### config.mk
export PLATFORM = sky130hd
export DESIGN_NAME = ahb_slave_mem
export DESIGN_NICKNAME = d
export VERILOG_FILES = /design/src/rtl/ahb_slave_mem.sv
export SDC_FILE = /design/constraint.sdc
export NUM_CORES = 1
export LEC_CHECK = 0
export ABC_AREA = 0
export CORE_MARGIN = 5
export CORE_UTILIZATION = 64
export CTS_BUF_LIST = sky130_fd_sc_hd__clkbuf_2 sky130_fd_sc_hd__clkbuf_4 sky130_fd_sc_hd__clkbuf_8
export CTS_CLUSTER_SIZE = 12
export DETAILED_ROUTE_END_ITERATION = 6
export HOLD_SLACK_MARGIN = 0.1
export PLACE_DENSITY = 0.93
export SKIP_LAST_GASP = 1
export SLEW_MARGIN = 10
export SYNTH_ARGS = -nofsm -noshare
export SYNTH_HDL_FRONTEND = slang
export SYNTH_SLANG_ARGS = --single-unit
export TNS_END_PERCENT = 5
### constraint.sdc
create_clock -name clk -period 22.9 [get_ports clk]
set_clock_uncertainty 0.1 [all_clocks]
set_input_delay 4.58 -clock clk [delete_from_list [all_inputs] [get_ports clk]]
set_output_delay 4.58 -clock clk [all_outputs]
set_load 0.1 [all_outputs]
### src/rtl/ahb_slave_mem.sv
// Word-addressed bus slave memory with programmable wait states and two-cycle ERROR responses.
// Optional macro SLAVE_WPROT_EN: writes to the lowest PROT_WORDS words take the ERROR path.
module ahb_slave_mem #(
  parameter int MEM_DEPTH   = 16,
  parameter int WAIT_STATES = 1,
  parameter int PROT_WORDS  = 4
) (
  input  logic        clk,
  input  logic        rst,
  input  logic        hsel,
  input  logic        valid,
  input  logic        read_write,
  input  logic [15:0] address,
  input  logic [31:0] wdata,
  output logic [31:0] rdata,
  output logic        ready,
  output logic [1:0]  resp
);

  localparam int          IDX_W     = (MEM_DEPTH > 1) ? $clog2(MEM_DEPTH) : 1;
  localparam logic [2:0]  WAIT_LOAD = (WAIT_STATES > 0) ? 3'(WAIT_STATES - 1) : 3'd0;
  localparam logic [15:0] DEPTH_LIM = 16'(MEM_DEPTH);
  localparam logic [15:0] PROT_LIM  = 16'(PROT_WORDS);
`ifdef SLAVE_WPROT_EN
  localparam logic        PROT_ON   = 1'b1;
`else
  localparam logic        PROT_ON   = 1'b0;
`endif

  localparam logic [1:0] RESP_OKAY  = 2'b00;
  localparam logic [1:0] RESP_ERROR = 2'b01;

  typedef enum logic [2:0] {IDLE, WAIT, DONE, ERR1, ERR2} state_t;

  state_t            state_reg, state_next;
  logic [2:0]        cnt_reg, cnt_next;
  logic [IDX_W-1:0]  idx_reg;
  logic [31:0]       wdata_reg;
  logic              write_reg;
  logic              ready_reg, ready_next;
  logic [1:0]        resp_reg, resp_next;
  logic [31:0]       rdata_reg;
  logic [31:0]       mem_reg [MEM_DEPTH];

  logic              accept;
  logic              addr_err;
  logic              commit_en;
  logic [IDX_W-1:0]  commit_idx;
  logic [31:0]       commit_wdata;
  logic              commit_write;

  assign accept = hsel && valid && ((state_reg == IDLE) || (state_reg == DONE));

  // Misaligned, beyond the array, or (when enabled) a write into the protected low words.
  assign addr_err = (address[1:0] != 2'b00)
                 || ({2'b00, address[15:2]} >= DEPTH_LIM)
                 || (PROT_ON && read_write && ({2'b00, address[15:2]} < PROT_LIM));

  // With zero wait states the commit happens on the accept edge, so use the live bus.
  always_comb begin
    if (state_reg == WAIT) begin
      commit_idx   = idx_reg;
      commit_wdata = wdata_reg;
      commit_write = write_reg;
    end else begin
      commit_idx   = address[IDX_W+1:2];
      commit_wdata = wdata;
      commit_write = read_write;
    end
  end

  always_comb begin
    state_next = state_reg;
    cnt_next   = cnt_reg;
    commit_en  = 1'b0;
    case (state_reg)
      IDLE, DONE: begin
        if (state_reg == DONE) state_next = IDLE;
        if (accept) begin
          if (addr_err) begin
            state_next = ERR1;
          end else if (WAIT_STATES > 0) begin
            state_next = WAIT;
            cnt_next   = WAIT_LOAD;
          end else begin
            state_next = DONE;
            commit_en  = 1'b1;
          end
        end
      end
      WAIT: begin
        if (cnt_reg == 3'd0) begin
          state_next = DONE;
          commit_en  = 1'b1;
        end else begin
          cnt_next = cnt_reg - 3'd1;
        end
      end
      ERR1:    state_next = ERR2;
      ERR2:    state_next = IDLE;
      default: state_next = IDLE;
    endcase

    ready_next = 1'b1;
    resp_next  = RESP_OKAY;
    case (state_next)
      WAIT: ready_next = 1'b0;
      ERR1: begin
        ready_next = 1'b0;
        resp_next  = RESP_ERROR;
      end
      ERR2:    resp_next = RESP_ERROR;
      default: ;
    endcase
  end

  always_ff @(posedge clk or posedge rst) begin
    if (rst) begin
      state_reg <= IDLE;
      cnt_reg   <= 3'd0;
      ready_reg <= 1'b1;
      resp_reg  <= RESP_OKAY;
      idx_reg   <= '0;
      wdata_reg <= 32'd0;
      write_reg <= 1'b0;
    end else begin
      state_reg <= state_next;
      cnt_reg   <= cnt_next;
      ready_reg <= ready_next;
      resp_reg  <= resp_next;
      if (accept) begin
        idx_reg   <= address[IDX_W+1:2];
        wdata_reg <= wdata;
        write_reg <= read_write;
      end
    end
  end

  // Reset clears the whole array, so a write caught mid-wait is lost.
  always_ff @(posedge clk or posedge rst) begin
    if (rst) begin
      for (int i = 0; i < MEM_DEPTH; i++) mem_reg[i] <= 32'd0;
      rdata_reg <= 32'd0;
    end else if (commit_en) begin
      if (commit_write) mem_reg[commit_idx] <= commit_wdata;
      else              rdata_reg <= mem_reg[commit_idx];
    end
  end

  assign rdata = rdata_reg;
  assign ready = ready_reg;
  assign resp  = resp_reg;

endmodule
==> results_dict.tcl <==
set metrics [dict create \
    initial_core_util 0.648 \
    synth.mux.area_fraction 0.0556 \
    power_leakage_nw 13.1 \
    dr.pass1.iters 7 \
    cts_setup_buffers 0 \
    viasPerCell 6.45 \
    multi_input_area_um2 10200 \
    min_period_over_period 0.362 \
    hold_viol 0 \
    period_minus_slack_ps 8300 \
    clk_latency_ps 670 \
    grt_pass1_vias 22400 \
    postSynthAreaPerCell_um2 9.11 \
    critPathKind "in -> reg" \
    setup_viol 0 \
    layout.nets 2862 \
    synth_cell_types 41 \
    reg2regPathDepth 8 \
    power_w 0.00441 \
    coreArea_um2 39800 \
    drt_iter0_drc 2577 \
    fmax_ghz 0.121 \
    required_ps 23340 \
    area_delta_synth_final_pct 11.0 \
    grt_overflow 0 \
    cts_tree "yes" \
    layout_common_cells "nand2_1, dfrtp_1, o21ai_0" \
    hold_buffers 0 \
    synth_top_family_by_area "simple AND/OR/NAND/NOR gates" \
    cts_max_level 3 \
    critPathArrivalTime_ps 8740 \
    diodes 0 \
    seq_area_frac_synth 0.572 \
    cp_cell_sequence "clkdlybuf4s50_1 -> a21o_4 -> buf_4 -> buf_4 -> mux2i_1 -> o221ai_1 -> a31oi_1 -> a31oi_1" \
    seq_area_um2 14700 \
    yosys.area_share.simple 0.198 \
    numCtsBuffers 92 \
    io_pins 88 \
    tightestPinTransition_ps 1350 \
    ys_seq_elements 589 \
    slew_violations 0 \
    rows 73 \
    end_kind "register" \
    syn_inst 2831 \
    cts_num_sinks 589 \
    critPathLaunchType "input port" \
    grt_max_degree 206 \
    ys_warn_count 0 \
    postRouteAntennaNets 0 \
    synth_xor_area_frac 0 \
    peakVddDrop_mv 0.138 \
    grt_pass1_wl_um 116000 \
    port_buffers 86 \
    synth_fp_nets 2886 \
    cap_violations 0 \
    yosys.area_share.adder 0.000970 \
    gp_congestion 0.827 \
    die_h_um 211 \
    power_density_nw_per_um2 154 \
    slowest_delay_ps 960 \
    track_usage 0.324 \
    cts-root-buf "clkbuf_8" \
    vias 21800 \
    relSlewSlack 0.0996 \
    routedWlPerCell_um 21.3 \
    clkSlewWorstSetupHoldPaths_ps 60 \
    antenna_found_initial 0 \
    cp_slowest_cell "buf_4" \
    largest_reg_flops 512 \
    die_w_um 211 \
    wirelength_um 72000 \
    rsz0062_at_grt "no" \
    hold_path.class "reg -> reg" \
    fin_setup_tns_ps 0 \
    drive_gt1_frac 0.107 \
    netlist_area_um2 25800 \
    synth_compound_area_frac 0.133 \
    clock_path_buffers 3 \
    whs_path_depth 2 \
    final_common_cell "nand2_1" \
    die_area_um2 44400 \
    drcViolationCount 0 \
    status "finished, final reports clean" \
    path_max_fanout 95 \
    fill_cells 2620 \
    post-dp-hpwl_um 38200 \
    post_cts_resized 0 \
]
[Yosys cell counts, drive strengths merged]
library cell | number | share of area
a21o | 1 | 0.00029
a21oi | 130 | 0.025
a31oi | 64 | 0.016
and3b | 1 | 0.00034
buf | 81 | 0.017
clkbuf | 163 | 0.024
conb | 1 | 0.00015
dfrtp | 588 | 0.57
dfstp | 1 | 0.0010
ha | 2 | 0.00097
inv | 5 | 0.00073
mux2 | 38 | 0.017
mux2i | 99 | 0.039
nand2 | 780 | 0.11
nand2b | 12 | 0.0029
nand3 | 258 | 0.050
nand3b | 3 | 0.00087
nand4 | 1 | 0.00024
nand4b | 2 | 0.00068
nor2 | 162 | 0.024
nor2b | 4 | 0.00097
nor3 | 2 | 0.00058
nor3b | 1 | 0.00049
nor4 | 3 | 0.00073
nor4bb | 1 | 0.00039
o21ai | 388 | 0.080
o221ai | 32 | 0.011
o22a | 1 | 0.00034
o31ai | 1 | 0.00082
or3 | 1 | 0.00044
or3b | 5 | 0.0017
[path summary, 6_finish.rpt]
kind,startpoint,to,slack [ps]
setup / recovery,address[2],rdata[29]$_DFFE_PP0P_,14600
hold / removal,mem_reg[87]$_DFFE_PP0P_,mem_reg[87]$_DFFE_PP0P_,380
setup reg to reg,state_reg[0]$_DFF_PP0_,rdata[29]$_DFFE_PP0P_,17980
hold reg to reg,mem_reg[87]$_DFFE_PP0P_,mem_reg[87]$_DFFE_PP0P_,380
max in group asynchronous,rst,wdata_reg[18]$_DFFE_PP0P_,14920
min in group asynchronous,rst,mem_reg[99]$_DFFE_PP0P_,4360
[logic make-up (layout without fill, tap and decap cells)]
family	count (synthesis)	after routing
flops	589	589
other cells	1	1
mux	137	137
simple gates	1236	1236
fa+ha+maj	2	2
compound gates	617	617
buf+inv	249	279
[final cells by class]
class / count / share of cell area
Sequential cell: 589 / 0.515
Multi-Input combinational cell: 1993 / 0.356
Clock buffer: 141 / 0.0623
Timing Repair Buffer: 126 / 0.0410
Tap cell: 525 / 0.0229
Clock inverter: 7 / 0.00262
Inverter: 5 / 0.000918
[worst max-delay path, delay by kind of cell]
kind / cells / cell delay, ps
multiplexers: 1 / 310
buffers and inverters: 3 / 2340
AO/OA/AOI/OAI: 4 / 1300
[metal layers]
layer	GRT usage	vias up	wire (um)
li1	-	9499	-
met1	0.413	10500	25600
met2	0.521	1454	34100
met3	0.0746	396	8230
met4	0.177	0	4060
met5	0	-	0
[metrics by stage]
step,hold WS [ps],setup WS [ps],utilization,instance area [um2],cells
after floorplan,342,1740,-,25800,2831
after global placement,360,14230,0.671,26700,3238
after detailed placement,366,14070,0.671,26700,3238
after CTS,382,14760,0.718,28600,3386
after global routing,397,14280,0.719,28600,3386
final,378,14600,0.719,28600,3386
[where the power goes]
part	leakage (nW)	total, W	internal [W]	switching (W)
combinational	5.30	0.00161	0.000532	0.00108
sequential	6.87	0.00189	0.00157	0.000322
clock	0.982	0.000905	0.000502	0.000403
total	13.1	0.00441	0.00261	0.00181
Power figures use the tool's default switching activity.
